--- src/rtl/reset_seq_pkg.sv ---
// Shared types for the reset sequencer: FSM states, reset-cause encoding and a
// saturating event-counter helper.
package reset_seq_pkg;

    typedef enum logic [1:0] {
        S_WAIT_LOCK = 2'd0,
        S_HOLD      = 2'd1,
        S_RUN       = 2'd2
    } state_t;

    typedef enum logic [1:0] {
        CAUSE_RESET  = 2'd0,
        CAUSE_BUTTON = 2'd1,
        CAUSE_BREAK  = 2'd2,
        CAUSE_LOCK   = 2'd3
    } cause_t;

    function automatic logic [7:0] sat_inc8(input logic [7:0] v);
        return (v == 8'hFF) ? v : v + 8'd1;
    endfunction

endpackage

--- src/rtl/sync_debounce.sv ---
// Multi-flop synchroniser followed by a counter debouncer; the debounced level only
// follows the input after it has differed for DEBOUNCE_CYCLES consecutive cycles.
module sync_debounce #(
    parameter int unsigned SYNC_STAGES     = 2,
    parameter int unsigned DEBOUNCE_CYCLES = 1_000_000,
    parameter logic        RESET_VAL       = 1'b0
) (
    input  logic clk_i,
    input  logic rst_i,
    input  logic raw_i,
    output logic db_o,
    output logic rise_o
);

    localparam int unsigned CntW = (DEBOUNCE_CYCLES > 1) ? $clog2(DEBOUNCE_CYCLES) : 1;
    localparam logic [CntW-1:0] CntLast = CntW'(DEBOUNCE_CYCLES - 1);

    logic [SYNC_STAGES-1:0] sync_q;
    logic [CntW-1:0]        cnt_q, cnt_d;
    logic                   db_q, db_d;
    logic                   db_prev_q;
    logic                   in_s;

    assign in_s = sync_q[SYNC_STAGES-1];

    // Any cycle where the input agrees with the debounced level restarts the count.
    always_comb begin
        cnt_d = '0;
        db_d  = db_q;
        if (in_s != db_q) begin
            if (cnt_q == CntLast) begin
                db_d = in_s;
            end else begin
                cnt_d = cnt_q + 1'b1;
            end
        end
    end

    always_ff @(posedge clk_i) begin
        if (rst_i) begin
            sync_q    <= {SYNC_STAGES{RESET_VAL}};
            cnt_q     <= '0;
            db_q      <= RESET_VAL;
            db_prev_q <= RESET_VAL;
        end else begin
            sync_q    <= {sync_q[SYNC_STAGES-2:0], raw_i};
            cnt_q     <= cnt_d;
            db_q      <= db_d;
            db_prev_q <= db_q;
        end
    end

    assign db_o   = db_q;
    assign rise_o = db_q & ~db_prev_q;

endmodule

--- src/rtl/reset_sequencer.sv ---
// System reset sequencer: merges button, UART break and clock-lock status into a
// registered reset with a guaranteed minimum width, and records the last reset cause.
module reset_sequencer
    import reset_seq_pkg::*;
#(
    parameter int unsigned SYNC_STAGES     = 2,
    parameter int unsigned DEBOUNCE_CYCLES = 1_000_000,
    parameter int unsigned HOLD_CYCLES     = 1024,
    parameter int unsigned BREAK_CYCLES    = 10_000_000
) (
    input  logic       clkin,
    input  logic       reset,
    input  logic       btn_raw,
    input  logic       uart_rxd,
    input  logic       mmcm_locked,
    output logic       sys_reset,
    output logic       seq_busy,
    output logic [1:0] cause,
    output logic [7:0] reset_count
);

    localparam int unsigned HoldW = (HOLD_CYCLES > 1) ? $clog2(HOLD_CYCLES) : 1;
    localparam logic [HoldW-1:0] HoldLast = HoldW'(HOLD_CYCLES - 1);
    localparam int unsigned BrkW = $clog2(BREAK_CYCLES + 1);
    localparam logic [BrkW-1:0] BrkMax  = BrkW'(BREAK_CYCLES);
    localparam logic [BrkW-1:0] BrkLast = BrkW'(BREAK_CYCLES - 1);

    logic btn_db, btn_press;

    sync_debounce #(
        .SYNC_STAGES    (SYNC_STAGES),
        .DEBOUNCE_CYCLES(DEBOUNCE_CYCLES),
        .RESET_VAL      (1'b0)
    ) u_btn (
        .clk_i (clkin),
        .rst_i (reset),
        .raw_i (btn_raw),
        .db_o  (btn_db),
        .rise_o(btn_press)
    );

    logic [SYNC_STAGES-1:0] rxd_sync_q, lock_sync_q;
    logic                   rxd_s, locked_s;

    always_ff @(posedge clkin) begin
        if (reset) begin
            rxd_sync_q  <= '1;
            lock_sync_q <= '0;
        end else begin
            rxd_sync_q  <= {rxd_sync_q[SYNC_STAGES-2:0], uart_rxd};
            lock_sync_q <= {lock_sync_q[SYNC_STAGES-2:0], mmcm_locked};
        end
    end

    assign rxd_s    = rxd_sync_q[SYNC_STAGES-1];
    assign locked_s = lock_sync_q[SYNC_STAGES-1];

    // Break detector: fires once per low period; disarmed until the line returns high.
    logic [BrkW-1:0] brk_cnt_q, brk_cnt_d;
    logic            brk_armed_q, brk_armed_d;
    logic            brk_req;

    assign brk_req = brk_armed_q & ~rxd_s & (brk_cnt_q == BrkLast);

    always_comb begin
        brk_cnt_d   = brk_cnt_q;
        brk_armed_d = brk_armed_q;
        if (rxd_s) begin
            brk_cnt_d   = '0;
            brk_armed_d = 1'b1;
        end else begin
            if (brk_cnt_q != BrkMax) begin
                brk_cnt_d = brk_cnt_q + 1'b1;
            end
            if (brk_req) begin
                brk_armed_d = 1'b0;
            end
        end
    end

    state_t           state_q, state_d;
    logic [HoldW-1:0] hold_cnt_q, hold_cnt_d;
    cause_t           cause_q, cause_d;
    logic [7:0]       count_q, count_d;
    logic             rst_out_q;

    always_comb begin
        state_d    = state_q;
        hold_cnt_d = '0;
        cause_d    = cause_q;
        count_d    = count_q;
        unique case (state_q)
            S_WAIT_LOCK: begin
                if (locked_s) begin
                    state_d = S_HOLD;
                end
            end
            S_HOLD: begin
                if (!locked_s) begin
                    state_d = S_WAIT_LOCK;
                end else if (btn_db) begin
                    hold_cnt_d = '0;
                end else if (hold_cnt_q == HoldLast) begin
                    state_d = S_RUN;
                end else begin
                    hold_cnt_d = hold_cnt_q + 1'b1;
                end
            end
            S_RUN: begin
                // Simultaneous events collapse into one, highest priority wins.
                if (!locked_s) begin
                    state_d = S_WAIT_LOCK;
                    cause_d = CAUSE_LOCK;
                    count_d = sat_inc8(count_q);
                end else if (btn_press) begin
                    state_d = S_HOLD;
                    cause_d = CAUSE_BUTTON;
                    count_d = sat_inc8(count_q);
                end else if (brk_req) begin
                    state_d = S_HOLD;
                    cause_d = CAUSE_BREAK;
                    count_d = sat_inc8(count_q);
                end
            end
            default: state_d = S_WAIT_LOCK;
        endcase
    end

    always_ff @(posedge clkin) begin
        if (reset) begin
            state_q     <= S_WAIT_LOCK;
            hold_cnt_q  <= '0;
            cause_q     <= CAUSE_RESET;
            count_q     <= '0;
            rst_out_q   <= 1'b1;
            brk_cnt_q   <= '0;
            brk_armed_q <= 1'b1;
        end else begin
            state_q     <= state_d;
            hold_cnt_q  <= hold_cnt_d;
            cause_q     <= cause_d;
            count_q     <= count_d;
            rst_out_q   <= (state_d != S_RUN);
            brk_cnt_q   <= brk_cnt_d;
            brk_armed_q <= brk_armed_d;
        end
    end

    assign sys_reset   = rst_out_q;
    assign seq_busy    = rst_out_q;
    assign cause       = cause_q;
    assign reset_count = count_q;

endmodule

--- config.mk ---
export PLATFORM = sky130hd
export DESIGN_NAME = reset_sequencer
export DESIGN_NICKNAME = d
export VERILOG_FILES = /design/src/rtl/reset_seq_pkg.sv /design/src/rtl/sync_debounce.sv /design/src/rtl/reset_sequencer.sv
export SDC_FILE = /design/constraint.sdc
export NUM_CORES = 1
export LEC_CHECK = 0
export ABC_AREA = 1
export BUFFER_PORTS_ARGS = -buffer_cell sky130_fd_sc_hd__buf_2
export CORE_MARGIN = 2
export CORE_UTILIZATION = 30
export DETAILED_ROUTE_END_ITERATION = 6
export HOLD_SLACK_MARGIN = 0.12
export PLACE_DENSITY = 0.45
export SYNTH_ARGS = -nofsm -noshare
export SYNTH_HDL_FRONTEND = slang
export SYNTH_HIERARCHICAL = 1
export SYNTH_SLANG_ARGS = --single-unit
--- constraint.sdc ---
create_clock -name clkin -period 3 [get_ports clkin]
set_input_delay 0.75 -clock clkin [delete_from_list [all_inputs] [get_ports clkin]]
set_output_delay 0.75 -clock clkin [all_outputs]
set_load 0.05 [all_outputs]
After elaboration in Yosys (flattened, before gate mapping) --
Cells that the tools add are included. W data, S select, Z words.
Word-level totals: input port bits 5, logic and storage cells 56, flip-flop bits (word level) 76, output and inout port bits 12
Operators by class: multiplexer cells 15, eq/ne operators 10, reduce and logical (&&, ||, !) cells 6, bitwise operators 8, $add $sub $neg 4
Operator list (count):
- $mux W8 | 4
- $add A24 B1 Y24 const B | 1
- $eq A24 B24 Y1 const B | 1
- $ne A24 B24 Y1 const B | 1
- $add A20 B1 Y20 const B | 1
- $eq A20 B20 Y1 const B | 1
- $mux W2 | 10
- $add A10 B1 Y10 const B | 1
- $eq A10 B10 Y1 const B | 1
- $add A8 B1 Y8 const B | 1
- $eq A8 B8 Y1 const B | 1
- $pmux W2 S3 | 1
- $not A1 Y1 | 5
- $reduce_or A5 Y1 | 1
- $reduce_and A2 Y1 | 2
- $and A1 B1 Y1 | 3
- $ne A3 B2 Y1 const B | 1
- $reduce_or A3 Y1 | 1
- $eq A2 B1 Y1 const B | 1
- $eq A2 B2 Y1 const B | 1
- $logic_not A2 Y1 | 1
- $ne A2 B2 Y1 const B | 1
- $reduce_or A2 Y1 | 1
- $ne A1 B1 Y1 | 1

Longest topological paths before layout --
depth after elaboration 8, gate-level depth with buffers 11, depth with buffers taken out 11

Hierarchy --
Netlist, hierarchy kept.
Modules (own cells, without submodules):
- reset_sequencer | area an instance 2506.2 µm², seq. area each 1041.0 µm², instances 1, cells each 344
- sync_debounce | area an instance 1153.6 µm², seq. area each 480.5 µm², instances 1, cells each 164

Worst setup path after synthesis --
OpenSTA, ideal clock, no wires.
path type register to register, start point register count_q[0] (netlist: reset_count[0]), end point register count_q[2] (netlist: reset_count[2]), setup time 0.071 ns, arrival time 1.754 ns, stages on the path, launching flop included 8, path buffers 0, period minus slack after synthesis 1.824 ns, data required time 2.929 ns, path slack 1.176 ns, cell sequence dfxtp_1 -> ha_1 -> nand4_1 -> nor2_1 -> nand2_2 -> nand3_1 -> nand2_1 -> a21oi_1
Between the ends: cells in the longest elaborated chain, start to end 5, elaborated cells on any way between the ends 6, those cells by class add/sub (1); eq/ne (1); mux (4)
Ends and longest elaborated chain:
- start: declaration | line reset_sequencer.sv:84 | logic [7:0] count_q, count_d;
- start signal: assignment | line reset_sequencer.sv:142 | count_q <= count_d;
- $add A8 B1 Y8 / $eq A8 B8 Y1 (equally long branches) | line reset_seq_pkg.sv:19 | return (v == 8'hFF) ? v : v + 8'd1;
- $mux W8 * | line reset_seq_pkg.sv:19
- $mux W8 | line reset_sequencer.sv:119 | end else if (brk_req) begin
- $mux W8 | line reset_sequencer.sv:115 | end else if (btn_press) begin
- $mux W8 * | line reset_sequencer.sv:111 | if (!locked_s) begin
Mark *: on every way between the ends. The rest lies on a longest branch, timed or not. The select of a mux whose other input is x is not followed. A chain may end at the register's enable or synchronous reset.

Worst setup path in the final report --
start point register count_q[2] (netlist: reset_count[2]), end point output port reset_count[2]
RTL lines:
- end: declaration | line reset_sequencer.sv:19 | output logic [7:0] reset_count
No word-level cell between the ends.

==> results.md <==
* Post-route setup TNS at 0 ps
* IO buf count at 16
* Layout cell share with drive strength beyond 1 at 12.5%
* Multi-input logic area at 0.00185 mm^2
* Mapped Area at 0.00366 mm^2
* Vias/cell at 4.43
* Max-Slew Margin vs Limit at 70.0%
* Filler cell count at 1,266
* Average wire per standard cell at 10.9 um
* Placement-stage cell area at 0.00389 mm^2
* Crit. Startpoint: reset_count[2]$_SDFFE_PP0P_
* Iteration count of the initial detailed-routing pass at 4
* Largest delay share family, worst path: flip-flops
* Setup Viol. Count Final at 0
* Critical path class: reg2out
* Synth area leaders: dfxtp_1, nand2_1, nor2_1
* Largest net degree at the start of global routing at 20
* Register area at 0.00152 mm^2
* CTS Hold Bufs at 0
* Dpl hpwl at 5.47 mm
* Core Footprint at 0.0120 mm^2
* Final Hold Fails at 0
* Cells along the critical path: buf_2
* Gr ovfl total at 0
* Final Skew at 5.86 ps
* Critical Path Source Type: flop
* Worst Path Buf+Inv at 1
* Syn_area_per_cell at 7.20 um^2
* Finished Layout Cells at 683
* Peak supply drop at 0.281 mV
* Mapped Cells at 508
* Outcome: complete, no violations
* Post-route cell area at 0.00422 mm^2
* FMAX at 0.546 GHz
* Power density cells at 525 mW/mm^2
* Worst-path fanout max at 6
* Crit. End Element: primary output
* RSZ-0062 raised after global routing: no
* Die area at 0.0131 mm^2
* Synth Flop Type: dfxtp_1
* Max clock buf depth at 2
* Syn nets at 518
* Num rows at 40
* H-tree levels at 3
* Via count at 3,026
* Worst r2r src: brk_cnt_q[0]$_SDFFE_PP0P_
* Width of the die at 114 um
* Skew-Pair Late Insertion Delay at 330 ps
* CTS tree: done
* Area Growth Syn to Fin at 15.4%
* Synth Register Bits at 76
* Post-synth EDFFs at 0
* First-pass GRT wire length at 13.4 mm
* Post-synth top cells: nand2_1, nor2_1, dfxtp_1
* Clock-pin slew on the worst setup and hold paths at 60 ps
* Final wirelength at 7.43 mm
* # DRC at 0
* PostCTS Resize Cnt at 0
* Number of diodes at 0
* Final RePlAce weighted congestion at 0.792
* Root buf cell: clkbuf_16
* Largest area contributor in the netlist: dfxtp_1
* Post-CTS Repair Setup Buffers at 0
* I/O pin cnt at 17
* Slew Viols, Final at 0
* Yosys warns at 6
* Gr usage total at 12.6%
* Inst Count DP at 667
* Initial antenna violation count at 0
* Fraction of registers with async set or reset after synthesis at 0%
* Clock Sink Count at 76
* Worst EP required at 2250 ps
* Sequential element share of the synthesized area at 41.6%
* Synth cell types at 37
* Top-count cell post-synth: nand2_1
* Number of max-cap violations at 0
* Slowest stage cell, crit path: dfxtp_1
* Worst EP arrival at 1080 ps
* Vias in the first global route at 2,962
* Starting Density at 30.6%
* CTS buffer count at 9
* Nets at 541
* DRT antenna net count at 0
* Fin crit share at 61.1%
* Least-Margin Pin Slew at 447 ps
* Leak at 1.58 nW
* Yosys top cell area share at 41.6%
* Worst hold path type: reg2reg
* Tmin final at 1830 ps
* Critical path's largest stage delay at 440 ps
* Die Ht at 114 um
* Number of DRC markers in iteration 0 at 150
* HP Start: u_btn/sync_q[0]$_SDFF_PP0_
* Power consumption at 2.22 mW
[cells by family (layout without fill, tap and decap cells)]
logic type | count (synthesis) | after routing | share of synthesized area (%)
AO/OA/AOI/OAI | 60 | 60 | 8.82
XOR/XNOR | 18 | 18 | 4.31
AND/OR/NAND/NOR | 276 | 276 | 35.6
buffers and inverters | 73 | 101 | 8.00
flip-flops | 76 | 76 | 41.6
adder cells (fa/ha/maj) | 5 | 5 | 1.71
[final cells by class]
class | instances | share of cell area (%)
repair buffers | 17 | 2.07
well taps | 147 | 4.36
multi-input cells | 359 | 43.7
clock buffers | 11 | 5.75
inverters | 68 | 6.05
flip-flops and latches | 76 | 36.0
clock inverters | 5 | 2.02
[routing by layer]
metal	share of wire, %	global-route usage [%]	vias to the layer above
met4	1.7	4.63	0
met3	2.3	3.55	10
li1	-	-	1673
met2	45	20.3	18
met5	0	0	-
met1	51	16.1	1325
[metrics by stage]
step / hold slack, ps / utilization, % / setup WS, ps
6_report: 403 / 35.3 / 1170
3_5_place_dp: 397 / 32.6 / 1000
5_1_grt: 427 / 35.3 / 979
4_1_cts: 406 / 35.3 / 1160
2_1_floorplan: 388 / - / 1180
3_3_place_gp: 392 / 32.6 / 1050
[state kept, by name (all words and copies together), names as in the netlist]
register and count:
reset_count 8, u_btn/db_o 1, brk_armed_q 1, state_q 2, brk_cnt_q 24, cause 2
rxd_sync_q 2, hold_cnt_q 10, u_btn/sync_q 2, lock_sync_q 2, seq_busy 1, u_btn/db_prev_q 1
u_btn/cnt_q 20
[worst paths after layout]
path / to / slack (ps) / cells after the start
min: u_btn/sync_q[1]$_SDFF_PP0_ / 400 / 2
min reg2reg: u_btn/sync_q[1]$_SDFF_PP0_ / 400 / 2
max reg2reg: reset_count[1]$_SDFFE_PP0P_ / 1180 / 10
max: reset_count[2] / 1170 / 1
[report_power, final]
part,internal (mW),switching [mW]
registers,1.01,0.00243
clock network,0.754,0.419
logic,0.00896,0.0183
total,1.78,0.440
[cell usage in the layout (no fill, tap or decap), types with 4 or more instances in the layout]
| master | netlist | final |
|---|---|---|
| nor3_1 | 12 | 12 |
| nand4_1 | 11 | 11 |
| xnor2_1 | 7 | 7 |
| inv_1 | 63 | 63 |
| ha_1 | 5 | 5 |
| nor3_2 | 4 | 4 |
| or2_2 | 4 | 4 |
| nand2_1 | 93 | 93 |
| clkbuf_16 | 0 | 9 |
| nor2_2 | 6 | 6 |
| dfxtp_1 | 76 | 76 |
| inv_2 | 4 | 4 |
| xor2_1 | 11 | 11 |
| a21oi_1 | 36 | 36 |
| buf_2 | 0 | 16 |
| nor2_1 | 86 | 86 |
| nand3_1 | 38 | 38 |
| o21ai_0 | 13 | 13 |
Note: power is estimated with default switching activity, not from simulation.
